===== config.mk =====
export PLATFORM = sky130hd
export DESIGN_NAME = fifo_rd_packer
export DESIGN_NICKNAME = d
export VERILOG_FILES = /design/src/rtl/fifo_rd_packer_pkg.sv /design/src/rtl/fifo_rd_packer.sv
export SDC_FILE = /design/constraint.sdc
export NUM_CORES = 1
export LEC_CHECK = 0
export ABC_AREA = 1
export CORE_MARGIN = 5
export CORE_UTILIZATION = 50
export DETAILED_ROUTE_END_ITERATION = 12
export DONT_BUFFER_PORTS = 1
export PLACE_DENSITY = 0.74
export SYNTH_ARGS = -nofsm -noshare
export SYNTH_HDL_FRONTEND = slang
export SYNTH_SLANG_ARGS = --single-unit

===== constraint.sdc =====
create_clock -name clk -period 1.5 [get_ports clk]
set_input_delay 0.375 -clock clk [delete_from_list [all_inputs] [get_ports clk]]
set_output_delay 0.375 -clock clk [all_outputs]
set_load 0.02 [all_outputs]

===== src/rtl/fifo_rd_packer_pkg.sv =====
// Shared definitions for the FIFO read-side packer: FSM encodings and state type.
package fifo_rd_packer_pkg;

  // Legacy-compatible state encodings shared with the other FIFO stages.
  typedef logic state_t;

  localparam state_t ST_FILL = 1'b0;
  localparam state_t ST_HOLD = 1'b1;

endpackage


===== src/rtl/fifo_rd_packer.sv =====
// Read-side consumer of a narrow sync FIFO: pops LANES entries, packs them into one wide
// word and presents it on a valid/ready stream. flush closes a partial word as last.
module fifo_rd_packer
  import fifo_rd_packer_pkg::*;
#(
  parameter int unsigned IN_WIDTH  = 8,
  parameter int unsigned LANES     = 4,
  parameter int unsigned CNT_WIDTH = 3,
  localparam int unsigned OUT_WIDTH = IN_WIDTH * LANES
) (
  input  logic                 clk,
  input  logic                 rst_n,
  input  logic                 fifo_empty,
  input  logic [IN_WIDTH-1:0]  fifo_rd_data,
  output logic                 fifo_rd_en,
  input  logic                 flush,
  output logic                 out_valid,
  input  logic                 out_ready,
  output logic [OUT_WIDTH-1:0] out_data,
  output logic [LANES-1:0]     out_keep,
  output logic                 out_last,
  output logic                 busy
);

  localparam int unsigned CntExtW = CNT_WIDTH + 1;

  state_t                            state_q, state_d;
  logic [CNT_WIDTH-1:0]              lane_cnt_q, lane_cnt_d;
  logic                              inflight_q;
  logic                              flush_pend_q, flush_pend_d;
  logic [LANES-1:0][IN_WIDTH-1:0]    lane_q, lane_d;
  logic                              out_valid_q, out_valid_d;
  logic [LANES-1:0]                  out_keep_q, out_keep_d;
  logic                              out_last_q, out_last_d;
  logic [LANES-1:0]                  keep_part;
  logic [CNT_WIDTH:0]                pend_cnt;

  // Pop request: only while filling and with room for captured plus in-flight entries.
  always_comb begin
    pend_cnt   = {1'b0, lane_cnt_q} + CntExtW'(inflight_q);
    fifo_rd_en = (state_q == ST_FILL) & ~fifo_empty & ~flush_pend_q &
                 (pend_cnt < CntExtW'(LANES));
  end

  // Keep mask for a flushed partial word: one bit per captured lane.
  always_comb begin
    keep_part = '0;
    for (int unsigned i = 0; i < LANES; i++) begin
      keep_part[i] = (CNT_WIDTH'(i) < lane_cnt_q);
    end
  end

  // Next-state: capture into lanes, close words on fill or flush, release on handshake.
  always_comb begin
    state_d      = state_q;
    lane_cnt_d   = lane_cnt_q;
    lane_d       = lane_q;
    flush_pend_d = flush_pend_q | flush;
    out_valid_d  = out_valid_q;
    out_keep_d   = out_keep_q;
    out_last_d   = out_last_q;
    case (state_q)
      ST_FILL: begin
        if (inflight_q) begin
          for (int unsigned i = 0; i < LANES; i++) begin
            if (lane_cnt_q == CNT_WIDTH'(i)) lane_d[i] = fifo_rd_data;
          end
          lane_cnt_d = lane_cnt_q + CNT_WIDTH'(1);
          if (lane_cnt_q == CNT_WIDTH'(LANES - 1)) begin
            state_d     = ST_HOLD;
            out_valid_d = 1'b1;
            out_keep_d  = '1;
            out_last_d  = flush_pend_q | flush;
            // The pending flush is consumed by this word; a flush arriving during HOLD
            // then re-arms cleanly for the next accumulation.
            if (flush_pend_q | flush) flush_pend_d = 1'b0;
          end
        end else if (flush_pend_q) begin
          if (lane_cnt_q != '0) begin
            state_d     = ST_HOLD;
            out_valid_d = 1'b1;
            out_keep_d  = keep_part;
            out_last_d  = 1'b1;
          end
          flush_pend_d = flush;
        end
      end
      ST_HOLD: begin
        if (out_ready) begin
          state_d     = ST_FILL;
          out_valid_d = 1'b0;
          out_keep_d  = '0;
          out_last_d  = 1'b0;
          lane_cnt_d  = '0;
          // Cleared lanes make unfilled lanes of a later partial word read as zero.
          lane_d      = '0;
        end
      end
      default: state_d = ST_FILL;
    endcase
  end

  // State registers; reset drops any partially packed word.
  always_ff @(posedge clk or negedge rst_n) begin
    if (!rst_n) begin
      state_q      <= ST_FILL;
      lane_cnt_q   <= '0;
      inflight_q   <= 1'b0;
      flush_pend_q <= 1'b0;
      lane_q       <= '0;
      out_valid_q  <= 1'b0;
      out_keep_q   <= '0;
      out_last_q   <= 1'b0;
    end else begin
      state_q      <= state_d;
      lane_cnt_q   <= lane_cnt_d;
      inflight_q   <= fifo_rd_en;
      flush_pend_q <= flush_pend_d;
      lane_q       <= lane_d;
      out_valid_q  <= out_valid_d;
      out_keep_q   <= out_keep_d;
      out_last_q   <= out_last_d;
    end
  end

  // Output drive; data is masked to zero whenever no word is presented.
  always_comb begin
    out_valid = out_valid_q;
    out_data  = out_valid_q ? lane_q : '0;
    out_keep  = out_keep_q;
    out_last  = out_last_q;
    busy      = (lane_cnt_q != '0) | inflight_q | out_valid_q | flush_pend_q;
  end

endmodule


# Word level (Yosys, flattened, before mapping)
# Index checks and enable logic that the tools add are counted.
totals:
  regBits: 44
  latch_bits: 0
  ramBits: 0
  rom_bits: 0
  in_bits: 13
  out_inout_bits: 40
  wordCells: 84
  n_memories: 0
op_classes:
  n_addsub: 2
  mul: 0
  div_mod_pow: 0
  n_lt_le_gt_ge: 5
  eq_ne: 12
  shift: 0
  n_mux: 36
  n_bitwise: 10
  reduce_logical: 8
op_table:
  columns: ["cell", "n"]
  rows:
  - ["$mux 32", 3]
  - ["$pmux 32 s2", 1]
  - ["$mux 8", 4]
  - ["$mux 4", 5]
  - ["$mux 1", 16]
  - ["$reduce_and 3->1", 4]
  - ["$ne 2x1->1 const B", 4]
  - ["$pmux 4 s2", 1]
  - ["$eq 3x2->1 const B", 2]
  - ["$lt 1x3->1 const A", 2]
  - ["$lt 2x3->1 const A", 2]
  - ["$mux 3", 2]
  - ["$ne 3x2->1 const B", 2]
  - ["$pmux 1 s2", 3]
  - ["$pmux 3 s2", 1]
  - ["$add 3x1->4", 1]
  - ["$lt 4x3->1 const B", 1]
  - ["$ne 2x2->1 const B", 2]
  - ["$or 1x1->1", 4]
  - ["$reduce_and 4->1", 1]
  - ["$add 3x1->3 const B", 1]
  - ["$and 1x1->1", 3]
  - ["$eq 3x1->1 const B", 1]
  - ["$logic_not 3->1", 1]
  - ["4 further kinds", 6]

# Logic depth before layout (Yosys ltp)
# Gate-level depths: netlist of run 1.
logic_depth:
  depth_word: 5
  depth_mapped: 9

# Worst setup path before layout of run 1
# Ideal clock, no wire load.
synth_path:
  path_type: "reg2out"
  startpoint: "register inflight_q"
  endpoint: "output fifo_rd_en"
  t_arrival_ns: 1.328
  required_ns: 1.125
  path_slack_ns: -0.203
  path_stages_with_launch: 5
  path_buffers: 1
  path_cell_list: "dfrtp_1 -> buf_4 -> nand2_1 -> o21ai_0 -> nor4_1"
synth_between:
  elab_chain_len: 3
synth_rtl:
  columns: ["element", "line_no", "text"]
  rows:
  - ["from (decl)", "fifo_rd_packer.sv:29", "logic inflight_q;"]
  - ["from (signal assigned)", "fifo_rd_packer.sv:117", "inflight_q <= fifo_rd_en;"]
  - ["$add 3x1->4", "fifo_rd_packer.sv:40", "pend_cnt = {1'b0, lane_cnt_q} + CntExtW'(inflight_q);"]
  - ["$lt 4x3->1", "fifo_rd_packer.sv:42", "(pend_cnt < CntExtW'(LANES));"]
  - ["$and 1x1->1", "fifo_rd_packer.sv:41", "fifo_rd_en = (state_q == ST_FILL) & ~fifo_empty & ~flush_pend_q &"]
  - ["to (decl)", "fifo_rd_packer.sv:15", "output logic fifo_rd_en,"]
# No other way between the ends.

# Worst setup path after layout of run 1
layout_path:
  startpoint: "register lane_cnt_q[1]"
  endpoint: "output busy"
layout_between:
  elab_chain_len: 4
layout_rtl:
  columns: ["element", "line_no", "text"]
  rows:
  - ["from (decl)", "fifo_rd_packer.sv:28", "logic [CNT_WIDTH-1:0] lane_cnt_q, lane_cnt_d;"]
  - ["from (signal assigned)", "fifo_rd_packer.sv:116", "lane_cnt_q <= lane_cnt_d;"]
  - ["$reduce_bool 3->1", "fifo_rd_packer.sv:132", "busy = (lane_cnt_q != '0) | inflight_q | out_valid_q | flush_pend_q;"]
  - ["$or 1x1->1 (3 in series)", "fifo_rd_packer.sv:132", null]
  - ["to (decl)", "fifo_rd_packer.sv:22", "output logic busy"]
# No other way between the ends.

==> impl_results.md, run 1 <==
* Async SR Flop Fraction at 1.00
* Slew margin rel. at 0.812
* P_leak at 1.85 nW
* Layout area overhead at 40.2%
* Rows at 24
* Fin worst setup slack at -0.130 ns
* Worst-case clock buffer depth at 2
* Final ANT Viol Nets at 0
* # clock sinks at 44
* Failing checks: negative setup slack
* Worst skew pair latency at 0.29 ns
* Worst-Margin Slew at 0.282 ns
* WP data arrival at 1.25 ns
* Largest net degree at the start of global routing at 45
* VDD IR max at 1.30 mV
* Primary FF master, synth: dfrtp_1
* I/O Pins at 53
* Gr usage total at 0.180
* Setup crit end kind: output port
* Hold WS at 0.246 ns
* Vias per cell at 5.19
* Syn_nets at 318
* Core Footprint at 0.00438 sq mm
* Die height at 77.3 microns
* GR Overflow Total at 0
* Post-synthesis sequential area ratio at 0.486
* Fmax at 614 MHz
* Number of buffers created by CTS at 5
* Commonest non-fill, non-tap cell in the layout: nand2_1
* Crit-path cells: inv_2 -> ha_4 -> nand2_4 -> nor2_4 -> nand2_4
* DR pass1 iterations at 4
* RSZ-0062 raised after global routing: yes
* Status: finished with violations
* Net count reported at finish at 352
* CP Class: flip-flop to output port
* Synthesized area at 0.00226 sq mm
* Crit path buf inv count at 1
* GPL Wtd Cong at 0.843
* Most frequent cells in the layout: 91 x nand2_1, 41 x dfrtp_1, 32 x inv_4, 29 x nand2_4, 26 x buf_4
* CTS tree: yes
* Number of synthesized register bits at 44
* Share of post-route cells with drive strength above 1 at 0.415
* Ant. Diodes at 0
* IO buf count at 0
* Clock transition at path regs at 0.08 ns
* Register area at 0.00110 sq mm
* Synth Instances at 302
* Crit share post-route at 1.09
* CP Launch Type: flip-flop
* Pwr/cell area at 2250 mW/mm^2
* Initial DRC Count at 162
* Die ar. at 0.00598 sq mm
* Initial antenna violation count at 0
* Ys Warns at 0
* Worst stage delay on the critical path at 0.40 ns
* Max Slew Vio Count at 0
* CTS Root Cell: clkbuf_8
* Crit-path slowest cell: dfrtp_1
* Clk_skew at 0.00807 ns
* Max_cap viols at 0
* CP dominant cell by count: nand2_4
* Pre-CTS WS at 0.0264 ns
* H-tree depth at 2
* Die width at 77.3 microns
* Vias in the first global route at 1889
* Area of the multi-input gates at 0.00120 sq mm
* Required @ worst endpoint at 1.12 ns
* DRC errors left at 0
* Syn avg cell area at 7.50 sq um
* First-pass GRT wire length at 8.72 mm
* Netlist cell types at 27
* HP Class: input pin to flip-flop
* Fillers at 314
* EDFF count, synth at 0
* WL final at 5.87 mm
* Wirelength per Cell at 15.1 microns
* Top delay family on crit path: flip-flops
* Vias at 2020
* Final Hold Vio Count at 0
* Setup violations, final at 34
* Post-DP HPWL at 3.38 mm
* Tmin final at 1.63 ns
* Crit path max fanout at 4
* Initial core utilization at 0.517
## worst register-to-register path, delay by kind of cell, from the launching register on
family	cells	cell delay, ns
and+or+nand+nor	5	0.60
buffers and inverters	2	0.27
DFF	1	0.46
## registers in the layout, summed over array words and instances (netlist names)
signal,cells
flush_pend_q,1
inflight_q,1
lane_cnt_q,3
lane_q,32
out_keep,4
out_last,1
out_valid,1
state_q,1
## synthesized netlist by cell type (all sizes together), types with 2 or more instances
| master | instances | area (sq um) |
|---|---|---|
| nand2 | 133 | 527 |
| dfrtp | 44 | 1100 |
| clkbuf | 4 | 15.0 |
| a21oi | 5 | 40.0 |
| inv | 58 | 218 |
| nand3 | 4 | 25.0 |
| buf | 6 | 57.6 |
| o21ai | 28 | 151 |
| ha | 3 | 37.5 |
| nand4 | 2 | 12.5 |
| nor2 | 11 | 51.3 |
## worst paths after layout
path                                      startpoint                       to  slack, ns  depth (start not counted)
setup / recovery           lane_cnt_q[1]$_DFFE_PN0P_                     busy      -0.13                          5
hold / removal                       fifo_rd_data[4]    lane_q[4]$_DFFE_PN0P_       0.25                          2
setup reg to reg                   state_q$_DFF_PN0_  out_keep[3]$_DFFE_PN0P_       0.06                          7
hold reg to reg               lane_q[15]$_DFFE_PN0P_   lane_q[15]$_DFFE_PN0P_       0.51                          2
max in group asynchronous                      rst_n        state_q$_DFF_PN0_       0.69                          2
min in group asynchronous                      rst_n   lane_q[23]$_DFFE_PN0P_       0.58                          2
## per-stage QoR
step	utilization	std cells	setup TNS [ns]	cell area, sq um	power (mW)
finish	0.724	389	-2.12	3170	7.13
global route	0.724	389	-4.31	3170	7.62
CTS	0.601	377	-1.37	2640	5.82
detailed placement	0.541	355	0	2370	4.62
global placement	0.541	355	0	2370	4.56
floorplan	-	302	-0.903	2270	4.04
## layer usage
| metal | up-vias | global-route usage | wire [microns] |
|---|---|---|---|
| met4 | 0 | 0.0481 | 48 |
| met5 | - | 0 | 0 |
| li1 | 969 | - | - |
| met2 | 66 | 0.299 | 3100 |
| met3 | 7 | 0.0457 | 286 |
| met1 | 978 | 0.234 | 2430 |
## report_power, final
| part | total [mW] | leakage (nW) | switching [mW] | internal, mW |
|---|---|---|---|---|
| logic | 4.07 | 1.23 | 2.51 | 1.57 |
| clock network | 0.891 | 0.0552 | 0.396 | 0.495 |
| registers | 2.17 | 0.571 | 0.535 | 1.63 |
| total | 7.13 | 1.85 | 3.44 | 3.70 |
## repair_timing
| action | 4_1_cts | 5_1_grt |
|---|---|---|
| resized for setup | 26 | 131 |
| buffers inserted | 11 | 11 |
| gates cloned | 1 | 3 |
| hold endpoints to repair | 44 | 0 |
| endpoints found under the setup margin | 34 | 51 |
| hold buffers | 2 | 0 |
| pin swaps | 2 | 13 |
## cell type report
cell class              instances  area share
repair buffers                 37       0.127
multi-input cells             190       0.377
inverters                      58      0.0938
flip-flops and latches         44       0.348
clock inverters                 2      0.0110
clock buffers                   6      0.0229
well taps                      52      0.0205
## logic make-up (layout without fill, tap and decap cells)
group,Yosys count,count (layout),share of synthesized area
simple gates,151,151,0.275
xor+xnor,1,1,0.00387
fa+ha+maj,3,3,0.0166
compound gates,35,35,0.0906
buf+inv,68,103,0.128
flops,44,44,0.486
(Power assumes the default switching activity.)
==> run 2: changes to the inputs <==
Settings changed: ABC_AREA 1 to unset, CORE_UTILIZATION 50 to 62, PLACE_DENSITY 0.74 to 0.87, SLEW_MARGIN set to 0.
==> run 2 against run 1 <==
Net effect:
- the flow still finishes with violations (negative setup slack)
- count of clock-buffer cells in the layout unchanged
- first-iteration DRC count increased by 14%
- die area is 17% lower
- maximum frequency fell by 5.7%
- power decreased by 5.5%
- area after synthesis about the same
- sequential cell count is the same
- final area shrank 1.1%
- synthesized cell count is 31% lower
- worst hold slack lost 0.090 ns
- highest routed layer unchanged
==> impl_results.md, run 2 <==
* Status: finished with violations
* Failing checks: negative setup slack
* GR Overflow Total at 0 (unchanged)
* Netlist cell types at 41 (+52%)
* Largest net degree at the start of global routing at 45 (unchanged)
* Fin worst setup slack at -0.228 ns (-0.0985 ns)
* Hold WS at 0.156 ns (-0.0896 ns)
* WL final at 7.18 mm (+22%)
* Sw frac at 0.402 (-0.0802)
* I/O Pins at 53 (unchanged)
* Required @ worst endpoint at 1.69 ns (+0.57 ns)
* Crit share post-route at 1.15 (+0.0656)
* Worst-Margin Slew at 0.378 ns (+0.0965 ns)
* Synthesized area at 0.00226 sq mm (about the same)
* Pre-CTS WS at -0.0844 ns (-0.111 ns)
* P_sw at 2.71 mW (-21%)
* Initial DRC Count at 185 (+14%)
* Fmax at 579 MHz (-5.7%)
* Initial core utilization at 0.628 (+0.111)
* Crit path launch: lane_cnt_q[2]$_DFFE_PN0P_
* Layout area overhead at 38.7%
* Max reg flops at 32 (unchanged)
* Post-DP HPWL at 3.87 mm (+15%)
* Vias per cell at 6.27 (+21%)
* Share of post-route cells with drive strength above 1 at 0.560 (+0.144)
* WP data arrival at 1.92 ns (+0.67 ns)
* Commonest cells in the netlist: 44 x dfrtp_1, 33 x and2_1, 24 x mux2_2, 18 x nand2_1, 9 x nor2b_1
* Clock power frac at 0.135 (+0.010)
* HP Class: input pin to flip-flop
* Die ar. at 0.00496 sq mm (-17%)
* Worst-case clock buffer depth at 2 (unchanged)
* IO buf count at 0 (unchanged)
* Worst skew pair latency at 0.31 ns (+0.02 ns)
* Sequential fraction of design power at 0.311 (+0.007)
* Setup violations, final at 74 (+120%)
* Number of buffers created by CTS at 5 (unchanged)
* Most frequent cell after synthesis: dfrtp_1
* Setup crit end kind: flip-flop
* Top reg by flops: lane_q
* Initial antenna violation count at 0 (unchanged)
* Core Footprint at 0.00361 sq mm (-18%)
* Die height at 70.4 microns (-8.9%)
* R2r startpoint: lane_cnt_q[2]$_DFFE_PN0P_
* Tmin final at 1.73 ns (+0.0985 ns)
* Syn avg cell area at 10.9 sq um (+45%)
* DRC errors left at 0 (unchanged)
* Non-Filler Instances at 300 (-23%)
* RSZ-0062 raised after global routing: yes
* Gr usage total at 0.279 (+0.0992)
* Rows at 22 (-8.3%)
* R2R setup slack at -0.23 ns (-0.29 ns)
* Crit-path cells: buf_4 -> buf_8 -> nand2b_4 -> a311oi_4 -> buf_6 -> nor2_1 -> o221a_1
* Clk_skew at 0.00841 ns (+0.000335 ns)
* CP Launch Type: flip-flop
* Number of synthesized register bits at 44 (unchanged)
* Most frequent cells in the layout: 39 x dfrtp_1, 33 x and2_4, 25 x buf_4, 16 x nand2_1, 16 x buf_6
* Clock transition at path regs at 0.08 ns (about the same)
* Synth Instances at 208 (-31%)
* First-pass GRT wire length at 10.5 mm (+20%)
* Vias at 1881 (-6.9%)
* CP Class: flip-flop to flip-flop
* Post-synthesis sequential area ratio at 0.486 (about the same)
* Yosys top cell by area: dfrtp_1
* Yosys top cell area share at 0.486 (about the same)
* Max Slew Vio Count at 0 (unchanged)
* Fillers at 143 (-54%)
* Final Hold Vio Count at 0 (unchanged)
* Final ANT Viol Nets at 0 (unchanged)
* EDFF count, synth at 0 (unchanged)
* DR pass1 iterations at 4 (unchanged)
* Wirelength per Cell at 23.9 microns (+59%)
* P_leak at 1.41 nW (-24%)
* H-tree depth at 2 (unchanged)
* Crit-path slowest cell: dfrtp_2
* VDD IR max at 1.39 mV (+6.8%)
* Placed cell count at 269 (-24%)
* Slew margin rel. at 0.747 (-0.0649)
* Async SR Flop Fraction at 1.00 (unchanged)
* Crit path max fanout at 6 (+2)
* Setup crit end: out_last$_DFFE_PN0P_
* Worst reg2reg path endpoint: out_last$_DFFE_PN0P_
* Vias in the first global route at 1928 (+2.1%)
* CTS Root Cell: clkbuf_8
* Comb power frac at 0.554 (-0.017)
* Worst stage delay on the critical path at 0.42 ns (+0.02 ns)
* Net count reported at finish at 267 (-24%)
* GPL Wtd Cong at 0.922 (+9.4%)
* Ant. Diodes at 0 (unchanged)
* Die width at 70.4 microns (-8.9%)
* Ys Warns at 0 (unchanged)
* CTS tree: yes
* Area contributors post-synth: dfrtp_1 49%, mux2_2 12%, and2_1 9.1%
* Syn_nets at 224 (-30%)
* R2R cell count at 7 (unchanged)
* Primary FF master, synth: dfrtp_1
* Pwr/cell area at 2150 mW/mm^2 (-4.5%)
* Setup TNS Final at -7.16 ns (-5.05 ns)
* Commonest non-fill, non-tap cell in the layout: dfrtp_1
* Max_cap viols at 0 (unchanged)
* # clock sinks at 44 (unchanged)
* Internal power at 4.03 mW (+9.1%)
-- run 2: changes by cell type after synthesis, moves of 8 or more --
cell	change
and2_1	+33
inv_1	-52
mux2_2	+24
mux2i_1	+8
nand2_1	-110
nor2b_1	+9
o21ai_0	-13
-- run 2: repair_timing --
item / CTS / global route
hold endpoints to repair: 44 / 0
hold buffers: 2 / 0
pin swaps: 8 / 7
cloned: 2 / 1
buffers inserted: 13 / 8
endpoints found under the setup margin: 64 / 74
resized for setup: 94 / 21
-- run 2: cells by family after synthesis --
| family | Yosys count | share of synthesized area |
|---|---|---|
| compound gates | 30 | 0.102 |
| fa+ha+maj | 3 | 0.0166 |
| flops | 44 | 0.486 |
| xor+xnor | 2 | 0.00774 |
| simple gates | 81 | 0.203 |
| buf+inv | 16 | 0.0298 |
| mux | 32 | 0.155 |
-- run 2: metrics by stage --
step | power (mW) | instance area (sq um) | util
final | 6.74 | 3140 | 0.871
after global routing | 7.03 | 3140 | 0.871
after CTS | 6.23 | 3020 | 0.837
after detailed placement | 4.57 | 2560 | 0.710
after global placement | 4.43 | 2560 | 0.710
after floorplan | 3.82 | 2350 | -
-- run 2: power groups by stage --
stage / clock [mW] / combinational [mW] / sequential, mW
2_1_floorplan: 0 / 1.89 / 1.93
3_3_place_gp: 0 / 2.43 / 2.00
3_5_place_dp: 0 / 2.53 / 2.04
4_1_cts: 0.904 / 3.28 / 2.04
5_1_grt: 0.972 / 3.92 / 2.14
6_report: 0.907 / 3.73 / 2.10
-- run 2: how the worst min path moves through the flow --
stage,start,end,slack (ns),cells past startpoint
after floorplan,rst_n,flush_pend_q$_DFF_PN0_,0.08,0
after global placement,rst_n,lane_q[6]$_DFFE_PN0P_,0.08,0
after detailed placement,rst_n,lane_q[22]$_DFFE_PN0P_,0.08,0
after CTS,out_ready,lane_cnt_q[2]$_DFFE_PN0P_,0.15,1
after global routing,out_ready,lane_cnt_q[2]$_DFFE_PN0P_,0.14,1
final,out_ready,lane_cnt_q[2]$_DFFE_PN0P_,0.16,1
-- run 2: cell type report --
cell class / instances / area [sq um] / area share
sequential: 44 / 1110 / 0.353
clock buffer: 6 / 72.6 / 0.0231
inverter: 4 / 15.0 / 0.00478
timing repair buffer: 48 / 500 / 0.159
clock inverter: 2 / 35.0 / 0.0112
multi-input combinational: 148 / 1350 / 0.430
tap: 48 / 60.1 / 0.0191
-- run 2: layer usage --
metal | vias up | share of wire | GRT usage
met5 | - | 0 | 0
met4 | 0 | 0.031 | 0.153
met3 | 25 | 0.085 | 0.0748
met2 | 108 | 0.50 | 0.454
met1 | 949 | 0.39 | 0.333
li1 | 799 | - | -
-- run 2: worst max-delay path, delay by kind of cell (launching register included) --
| family | cells | cell delay, ns |
|---|---|---|
| AOI/OAI and AO/OA | 2 | 0.49 |
| buffers and inverters | 3 | 0.48 |
| DFF | 1 | 0.42 |
| and+or+nand+nor | 2 | 0.22 |
